[src/rtl/softex_lane_scatter.sv]
// Scatters one wide streamer beat across NUM_LANES lane FIFOs (strided or contiguous),
// with a run-time active-lane count, element-count tail masking and a drain/done handshake.
module softex_lane_scatter #(
    parameter int unsigned NUM_LANES      = 4,
    parameter int unsigned ELEM_WIDTH     = 16,
    parameter int unsigned ELEMS_PER_LANE = 4,
    parameter int unsigned FIFO_DEPTH     = 2,
    parameter int unsigned LEN_WIDTH      = 16,
    localparam int unsigned LANE_WIDTH    = ELEMS_PER_LANE * ELEM_WIDTH,
    localparam int unsigned DATA_WIDTH    = NUM_LANES * LANE_WIDTH,
    localparam int unsigned NA_W          = $clog2(NUM_LANES + 1)
) (
    input  logic                                clk_i,
    input  logic                                rst_i,
    input  logic                                clear_i,
    input  logic                                start_i,
    input  logic                                mode_i,
    input  logic [NA_W-1:0]                     n_active_i,
    input  logic [LEN_WIDTH-1:0]                len_i,
    output logic                                busy_o,
    output logic                                done_o,
    input  logic                                in_valid_i,
    output logic                                in_ready_o,
    input  logic [DATA_WIDTH-1:0]               in_data_i,
    output logic [NUM_LANES-1:0]                lane_valid_o,
    input  logic [NUM_LANES-1:0]                lane_ready_i,
    output logic [NUM_LANES*LANE_WIDTH-1:0]     lane_data_o,
    output logic [NUM_LANES*ELEMS_PER_LANE-1:0] lane_strb_o,
    output logic [NUM_LANES-1:0]                lane_last_o
);

    localparam int unsigned NUM_ELEMS = NUM_LANES * ELEMS_PER_LANE;
    localparam int unsigned IDX_W     = (NUM_ELEMS > 1) ? $clog2(NUM_ELEMS) : 1;
    localparam int unsigned PTR_W     = (FIFO_DEPTH > 1) ? $clog2(FIFO_DEPTH) : 1;
    localparam int unsigned CNT_W     = $clog2(FIFO_DEPTH + 1);

    typedef enum logic [1:0] {
        ST_IDLE,
        ST_RUN,
        ST_DRAIN
    } state_e;

    typedef struct packed {
        logic [LANE_WIDTH-1:0]     data;
        logic [ELEMS_PER_LANE-1:0] strb;
        logic                      last;
    } entry_t;

    state_e                state_q, state_d;
    logic                  mode_q, mode_d;
    logic [NA_W-1:0]       n_q, n_d;
    logic [LEN_WIDTH-1:0]  rem_q, rem_d;
    logic                  busy_q, busy_d;
    logic                  done_q, done_d;
    logic                  in_ready_q, in_ready_d;
    logic [NUM_LANES-1:0]  valid_q, valid_d;

    logic [PTR_W-1:0]      rd_q  [NUM_LANES];
    logic [PTR_W-1:0]      rd_d  [NUM_LANES];
    logic [PTR_W-1:0]      wr_q  [NUM_LANES];
    logic [PTR_W-1:0]      wr_d  [NUM_LANES];
    logic [CNT_W-1:0]      cnt_q [NUM_LANES];
    logic [CNT_W-1:0]      cnt_d [NUM_LANES];
    entry_t                mem_q [NUM_LANES][FIFO_DEPTH];
    entry_t                mem_d [NUM_LANES][FIFO_DEPTH];

    logic [NA_W-1:0]       n_in_eff;
    logic [LEN_WIDTH-1:0]  beat_len;
    logic                  last_beat;
    logic                  accept;
    logic                  all_empty;
    logic [NUM_LANES-1:0]  active;
    logic [NUM_LANES-1:0]  push;
    logic [NUM_LANES-1:0]  pop;
    logic [IDX_W-1:0]      idx_tab    [NUM_LANES][ELEMS_PER_LANE];
    entry_t                beat_entry [NUM_LANES];

    function automatic logic [PTR_W-1:0] ptr_inc(input logic [PTR_W-1:0] p);
        return (p == PTR_W'(FIFO_DEPTH - 1)) ? '0 : p + PTR_W'(1);
    endfunction

    // Zero or out-of-range lane counts fall back to all lanes.
    assign n_in_eff  = (n_active_i == '0 || n_active_i > NA_W'(NUM_LANES)) ?
                       NA_W'(NUM_LANES) : n_active_i;
    assign beat_len  = LEN_WIDTH'(32'(n_q) * ELEMS_PER_LANE);
    assign last_beat = (rem_q <= beat_len);
    assign accept    = in_valid_i & in_ready_q;

    always_comb begin
        active    = '0;
        all_empty = 1'b1;
        for (int l = 0; l < NUM_LANES; l++) begin
            active[l] = (NA_W'(l) < n_q);
            push[l]   = accept & active[l];
            pop[l]    = valid_q[l] & lane_ready_i[l];
            if (cnt_q[l] != '0) begin
                all_empty = 1'b0;
            end
        end
    end

    // Beat-local element index feeding each lane slot.
    always_comb begin
        for (int l = 0; l < NUM_LANES; l++) begin
            for (int s = 0; s < ELEMS_PER_LANE; s++) begin
                if (mode_q) begin
                    idx_tab[l][s] = IDX_W'(l * ELEMS_PER_LANE + s);
                end else begin
                    idx_tab[l][s] = IDX_W'(s * int'(n_q) + l);
                end
            end
        end
    end

    always_comb begin
        for (int l = 0; l < NUM_LANES; l++) begin
            beat_entry[l]      = '0;
            beat_entry[l].last = last_beat;
            for (int s = 0; s < ELEMS_PER_LANE; s++) begin
                beat_entry[l].data[s*ELEM_WIDTH +: ELEM_WIDTH] =
                    in_data_i[32'(idx_tab[l][s]) * ELEM_WIDTH +: ELEM_WIDTH];
                beat_entry[l].strb[s] = (LEN_WIDTH'(idx_tab[l][s]) < rem_q);
            end
        end
    end

    // Per-lane FIFO bookkeeping; each lane pops independently.
    always_comb begin
        mem_d = mem_q;
        rd_d  = rd_q;
        wr_d  = wr_q;
        cnt_d = cnt_q;
        for (int l = 0; l < NUM_LANES; l++) begin
            if (push[l]) begin
                mem_d[l][wr_q[l]] = beat_entry[l];
                wr_d[l]           = ptr_inc(wr_q[l]);
            end
            if (pop[l]) begin
                rd_d[l] = ptr_inc(rd_q[l]);
            end
            case ({push[l], pop[l]})
                2'b10:   cnt_d[l] = cnt_q[l] + CNT_W'(1);
                2'b01:   cnt_d[l] = cnt_q[l] - CNT_W'(1);
                default: cnt_d[l] = cnt_q[l];
            endcase
        end
    end

    always_comb begin
        state_d = state_q;
        mode_d  = mode_q;
        n_d     = n_q;
        rem_d   = rem_q;
        done_d  = 1'b0;
        unique case (state_q)
            ST_IDLE: begin
                if (start_i) begin
                    if (len_i != '0) begin
                        state_d = ST_RUN;
                        mode_d  = mode_i;
                        n_d     = n_in_eff;
                        rem_d   = len_i;
                    end else begin
                        done_d = 1'b1;
                    end
                end
            end
            ST_RUN: begin
                if (accept) begin
                    if (last_beat) begin
                        state_d = ST_DRAIN;
                    end else begin
                        rem_d = rem_q - beat_len;
                    end
                end
            end
            ST_DRAIN: begin
                if (all_empty) begin
                    done_d  = 1'b1;
                    state_d = ST_IDLE;
                end
            end
            default: state_d = ST_IDLE;
        endcase

        // Ready is precomputed from next-cycle occupancy so it carries no path from lane_ready_i.
        busy_d     = (state_d != ST_IDLE);
        in_ready_d = (state_d == ST_RUN);
        for (int l = 0; l < NUM_LANES; l++) begin
            valid_d[l] = (cnt_d[l] != '0);
            if (NA_W'(l) < n_d && cnt_d[l] == CNT_W'(FIFO_DEPTH)) begin
                in_ready_d = 1'b0;
            end
        end
    end

    always_ff @(posedge clk_i) begin
        if (rst_i || clear_i) begin
            state_q    <= ST_IDLE;
            mode_q     <= 1'b0;
            n_q        <= '0;
            rem_q      <= '0;
            busy_q     <= 1'b0;
            done_q     <= 1'b0;
            in_ready_q <= 1'b0;
            valid_q    <= '0;
            rd_q       <= '{default: '0};
            wr_q       <= '{default: '0};
            cnt_q      <= '{default: '0};
        end else begin
            state_q    <= state_d;
            mode_q     <= mode_d;
            n_q        <= n_d;
            rem_q      <= rem_d;
            busy_q     <= busy_d;
            done_q     <= done_d;
            in_ready_q <= in_ready_d;
            valid_q    <= valid_d;
            rd_q       <= rd_d;
            wr_q       <= wr_d;
            cnt_q      <= cnt_d;
        end
    end

    // Storage needs no reset: heads are only exposed while the lane is valid.
    always_ff @(posedge clk_i) begin
        mem_q <= mem_d;
    end

    always_comb begin
        lane_data_o = '0;
        lane_strb_o = '0;
        lane_last_o = '0;
        for (int l = 0; l < NUM_LANES; l++) begin
            if (valid_q[l]) begin
                lane_data_o[l*LANE_WIDTH +: LANE_WIDTH]         = mem_q[l][rd_q[l]].data;
                lane_strb_o[l*ELEMS_PER_LANE +: ELEMS_PER_LANE] = mem_q[l][rd_q[l]].strb;
                lane_last_o[l]                                  = mem_q[l][rd_q[l]].last;
            end
        end
    end

    assign busy_o       = busy_q;
    assign done_o       = done_q;
    assign in_ready_o   = in_ready_q;
    assign lane_valid_o = valid_q;

endmodule
[config.mk]
export PLATFORM = sky130hd
export DESIGN_NAME = softex_lane_scatter
export DESIGN_NICKNAME = d
export VERILOG_FILES = /design/src/rtl/softex_lane_scatter.sv
export SDC_FILE = /design/constraint.sdc
export NUM_CORES = 2
export LEC_CHECK = 0
export CORE_AREA = 2 2 324 326
export CTS_CLUSTER_DIAMETER = 30
export DETAILED_ROUTE_END_ITERATION = 8
export DIE_AREA = 0 0 326 328
export GPL_ROUTABILITY_DRIVEN = 1
export PLACE_DENSITY_LB_ADDON = 0.2
export SKIP_CTS_REPAIR_TIMING = 1
export SLEW_MARGIN = 20
export SYNTH_ARGS = -nofsm -noshare
export SYNTH_HDL_FRONTEND = slang
export SYNTH_SLANG_ARGS = --single-unit
[constraint.sdc]
create_clock -name clk_i -period 5.5 [get_ports clk_i]
set_input_delay 1.1 -clock clk_i [delete_from_list [all_inputs] [get_ports clk_i]]
set_output_delay 1.1 -clock clk_i [all_outputs]
set_load 0.05 [all_outputs]
==> flow_summary.json <==
{
  "worst_setup_path_end_kind": "primary output",
  "synth_edf_count": 552,
  "hp-class": "reg2reg",
  "clockBufferDepth": 3,
  "maxCapViolations": 0,
  "cts.sinks": 597,
  "r2r-start": "mode_q$_SDFFE_PP0P_",
  "die_area_um2": 107000,
  "fmax_ghz": 0.198,
  "slew_viol_final": 0,
  "synthCells": 3556,
  "nets": 4412,
  "synth_flop_cell": "edfxtp_1",
  "cts_tree": "built",
  "port_buffers": 567,
  "grt_usage_pct": 34.3,
  "wl_per_cell_um": 33.8,
  "p_switching_mw": 4.36,
  "postRouteAntennaNets": 0,
  "cts_max_level": 4,
  "power_leakage_nw": 18.1,
  "n_fill_cell": 9038,
  "tns_ns": 0,
  "place.gp.congestion": 1.01,
  "route.detailed.drc": 0,
  "routed_wirelength_um": 188000,
  "async_flop_share_pct": 0,
  "fp.dieH_um": 328,
  "grt-ovfl-total": 0,
  "synth_area_leaders": "edfxtp_1 40%, mux2i_1 16%, mux4_2 13%, nor2b_1 4.7%, nand2_1 4.0%",
  "vias": 35347,
  "yosysTopAreaCellShare_pct": 40.4,
  "arrival_ns": 3.94,
  "drt_iter0_markers": 5622,
  "worstSetupPathType": "reg2out",
  "hold_path_depth": 2,
  "syn_area_per_cell_um2": 11.5,
  "synth_area_um2": 41000,
  "holdPathEnd": "rem_q[10]$_SDFFE_PP0P_",
  "reg2reg_slack_ns": 1.57,
  "cp_max_fo": 43,
  "start_util_pct": 39.7,
  "drive_gt1_share_pct": 16.6,
  "path_clk_slew_ns": 0.05,
  "worstPathRequired_ns": 4.40,
  "pwr-share-clk_pct": 51.7,
  "synth_seq_cells": 597,
  "reg2reg_depth": 6,
  "viasPerCell": 6.34,
  "ys.warnings.count": 0,
  "preCtsSetupSlack_ns": 1.34,
  "dp_hpwl_um": 140000,
  "post-route-period-util_pct": 91.7,
  "path_cells": "buf_4 -> mux2i_1 -> nor2b_1 -> clkdlybuf4s50_1",
  "io_pins": 568,
  "startpoint_type": "register",
  "dieWidth_um": 326,
  "swShare_pct": 27.7,
  "cts_buffers": 140,
  "p_seq_share_pct": 32.5,
  "rows": 118,
  "hold_path_startpoint": "rem_q[10]$_SDFFE_PP0P_",
  "power.internal_mw": 11.4,
  "synth_nets": 3894,
  "vdd_drop_max_v": 0.000232,
  "grt_pass1_vias": 33088,
  "synth-seq-area-share_pct": 42.6,
  "setup_viol": 0,
  "period_needed_ns": 5.04,
  "synth_area_leader_cell": "edfxtp_1",
  "area_delta_synth_final_pct": 28.7,
  "grt_pass1_wl_um": 260000,
  "rsz0062_at_grt": "no",
  "r2r-end": "mem_q[518]$_DFFE_PP_",
  "skew_ns": 0.0256,
  "setup_ws_ns": 0.458,
  "final_util_pct": 51.1,
  "status": "complete, no violations",
  "powerDensity_nw_per_um2": 298,
  "hold_viol": 0,
  "synth_cell_types": 75,
  "cp_slowest_cell": "mux2i_1",
  "relSlewSlack_pct": 20.7,
  "dr.pass1.iters": 6,
  "critPathMaxStageDelay_ns": 0.91,
  "tightestPinTransition_ns": 1.19,
  "root_buffer": "clkbuf_16",
  "antenna_found_initial": 22,
  "pwr-share-comb_pct": 15.7,
  "design.core.area_um2": 103000,
  "clock_latency_ns": 0.76,
  "grt_max_degree": 143
}
==> flip-flops by register name (all words and copies together) (netlist names) <==
name	count
wr_q	4
n_q	3
in_ready_o	1
mode_q	1
lane_valid_o	4
state_q	2
rem_q	16
busy_o	1
mem_q	552
cnt_q	8
done_o	1
rd_q	4
==> routing by layer <==
| layer | GRT usage [%] | vias up | wire length [um] | part of all wire (%) |
|---|---|---|---|---|
| met5 | 0.577 | - | 189 | 0.10 |
| met3 | 12.2 | 403 | 27100 | 14 |
| met4 | 17.9 | 18 | 10800 | 5.7 |
| met2 | 47.0 | 2837 | 76700 | 41 |
| li1 | - | 14602 | - | - |
| met1 | 47.2 | 17487 | 73700 | 39 |
==> cell usage after synthesis, types with 6 or more instances <==
master	instances
a221oi_1	8
a211oi_1	56
mux2i_1	653
xor2_1	6
a311oi_1	21
nand3_1	41
nand2b_1	10
nand2_1	437
o211ai_1	16
nor3_1	28
xnor2_1	17
o32ai_1	7
and2_1	14
a21oi_1	153
buf_6	17
ha_1	51
inv_2	12
nor2b_1	306
a31oi_1	23
clkbuf_1	127
o21ai_0	148
buf_1	41
a21o_1	16
buf_4	24
and3_1	31
o21ai_1	9
mux2_2	75
o22ai_1	30
inv_1	30
mux4_2	231
o221ai_1	12
dfxtp_1	45
buf_2	85
nor4_1	17
edfxtp_1	552
nor2_1	130
==> power by group through the flow <==
| stage | sequential (mW) | clock, mW | combinational [mW] |
|---|---|---|---|
| 2_1_floorplan | 5.19 | 0 | 1.29 |
| 3_3_place_gp | 5.20 | 0 | 2.34 |
| 3_5_place_dp | 5.20 | 0 | 2.36 |
| 4_1_cts | 5.12 | 8.20 | 2.37 |
| 5_1_grt | 5.11 | 8.44 | 2.54 |
| 6_report | 5.12 | 8.14 | 2.47 |
==> worst max-delay path: cells and delay by family (launching register included) <==
kind / cells / cell delay, ns
buffers and inverters: 2 / 1.23
muxes: 1 / 0.91
DFF: 1 / 0.90
and+or+nand+nor: 1 / 0.11
==> worst max-delay path by stage <==
stage	startpoint	end	cells after the start
after floorplan	n_q[1]$_SDFF_PP0_	mem_q[138]$_DFFE_PP_	9
after global placement	rd_q[2]$_SDFFE_PP0P_	lane_data_o[121]	4
after detailed placement	rd_q[2]$_SDFFE_PP0P_	lane_data_o[121]	4
after CTS	rd_q[2]$_SDFFE_PP0P_	lane_data_o[121]	4
after global routing	rd_q[2]$_SDFFE_PP0P_	lane_data_o[121]	4
final	rd_q[2]$_SDFFE_PP0P_	lane_data_o[121]	4
==> cell usage in the layout, fill, tap and decap left out, drive strengths merged, types with 16 or more instances in the layout <==
master / n
mux2i: 653
clkdlybuf4s50: 567
edfxtp: 552
nand2: 440
nor2b: 307
mux4: 231
clkbuf: 160
o21ai: 157
a21oi: 154
nor2: 133
buf: 103
mux2: 75
a211oi: 56
inv: 56
clkinv: 55
ha: 51
dfxtp: 45
nand3: 41
and3: 31
o22ai: 30
nor3: 28
a31oi: 24
a311oi: 21
xnor2: 18
nor4: 17
a21o: 16
o211ai: 16
clkinvlp: 16
==> through the flow <==
step                instance area [um2]  hold slack [ns]  power (mW)  instances
detailed placement                48000            0.481        7.55       5311
global placement                  48000            0.473        7.53       5310
global route                      52700            0.506        16.1       5574
finish                            52800            0.496        15.7       5579
floorplan                         41000            0.453        6.48       3556
CTS                               52700            0.488        15.7       5566
==> kinds of logic (layout without fill, tap and decap cells) <==
kind of cell / Yosys count / count (layout) / share of synthesized area [%]
mux: 959 / 959 / 30.7
simple gates: 1046 / 1046 / 12.4
flops: 597 / 597 / 42.6
buf+inv: 338 / 969 / 3.89
xor+xnor: 25 / 25 / 0.626
fa+ha+maj: 53 / 53 / 1.65
compound gates: 538 / 538 / 8.09
other cells: 0 / 12 / 0
==> final cells by class <==
type,count,area (um2),area share (%)
Multi-Input combinational cell,2621,22000,41.7
Sequential cell,597,17500,33.2
Timing Repair Buffer,670,6630,12.6
Clock buffer,160,3640,6.90
Tap cell,1380,1730,3.27
Clock inverter,95,1020,1.94
Inverter,44,173,0.327
Antenna cell,12,30.0,0.0569
No activity file was read; power rests on OpenSTA's default activity.
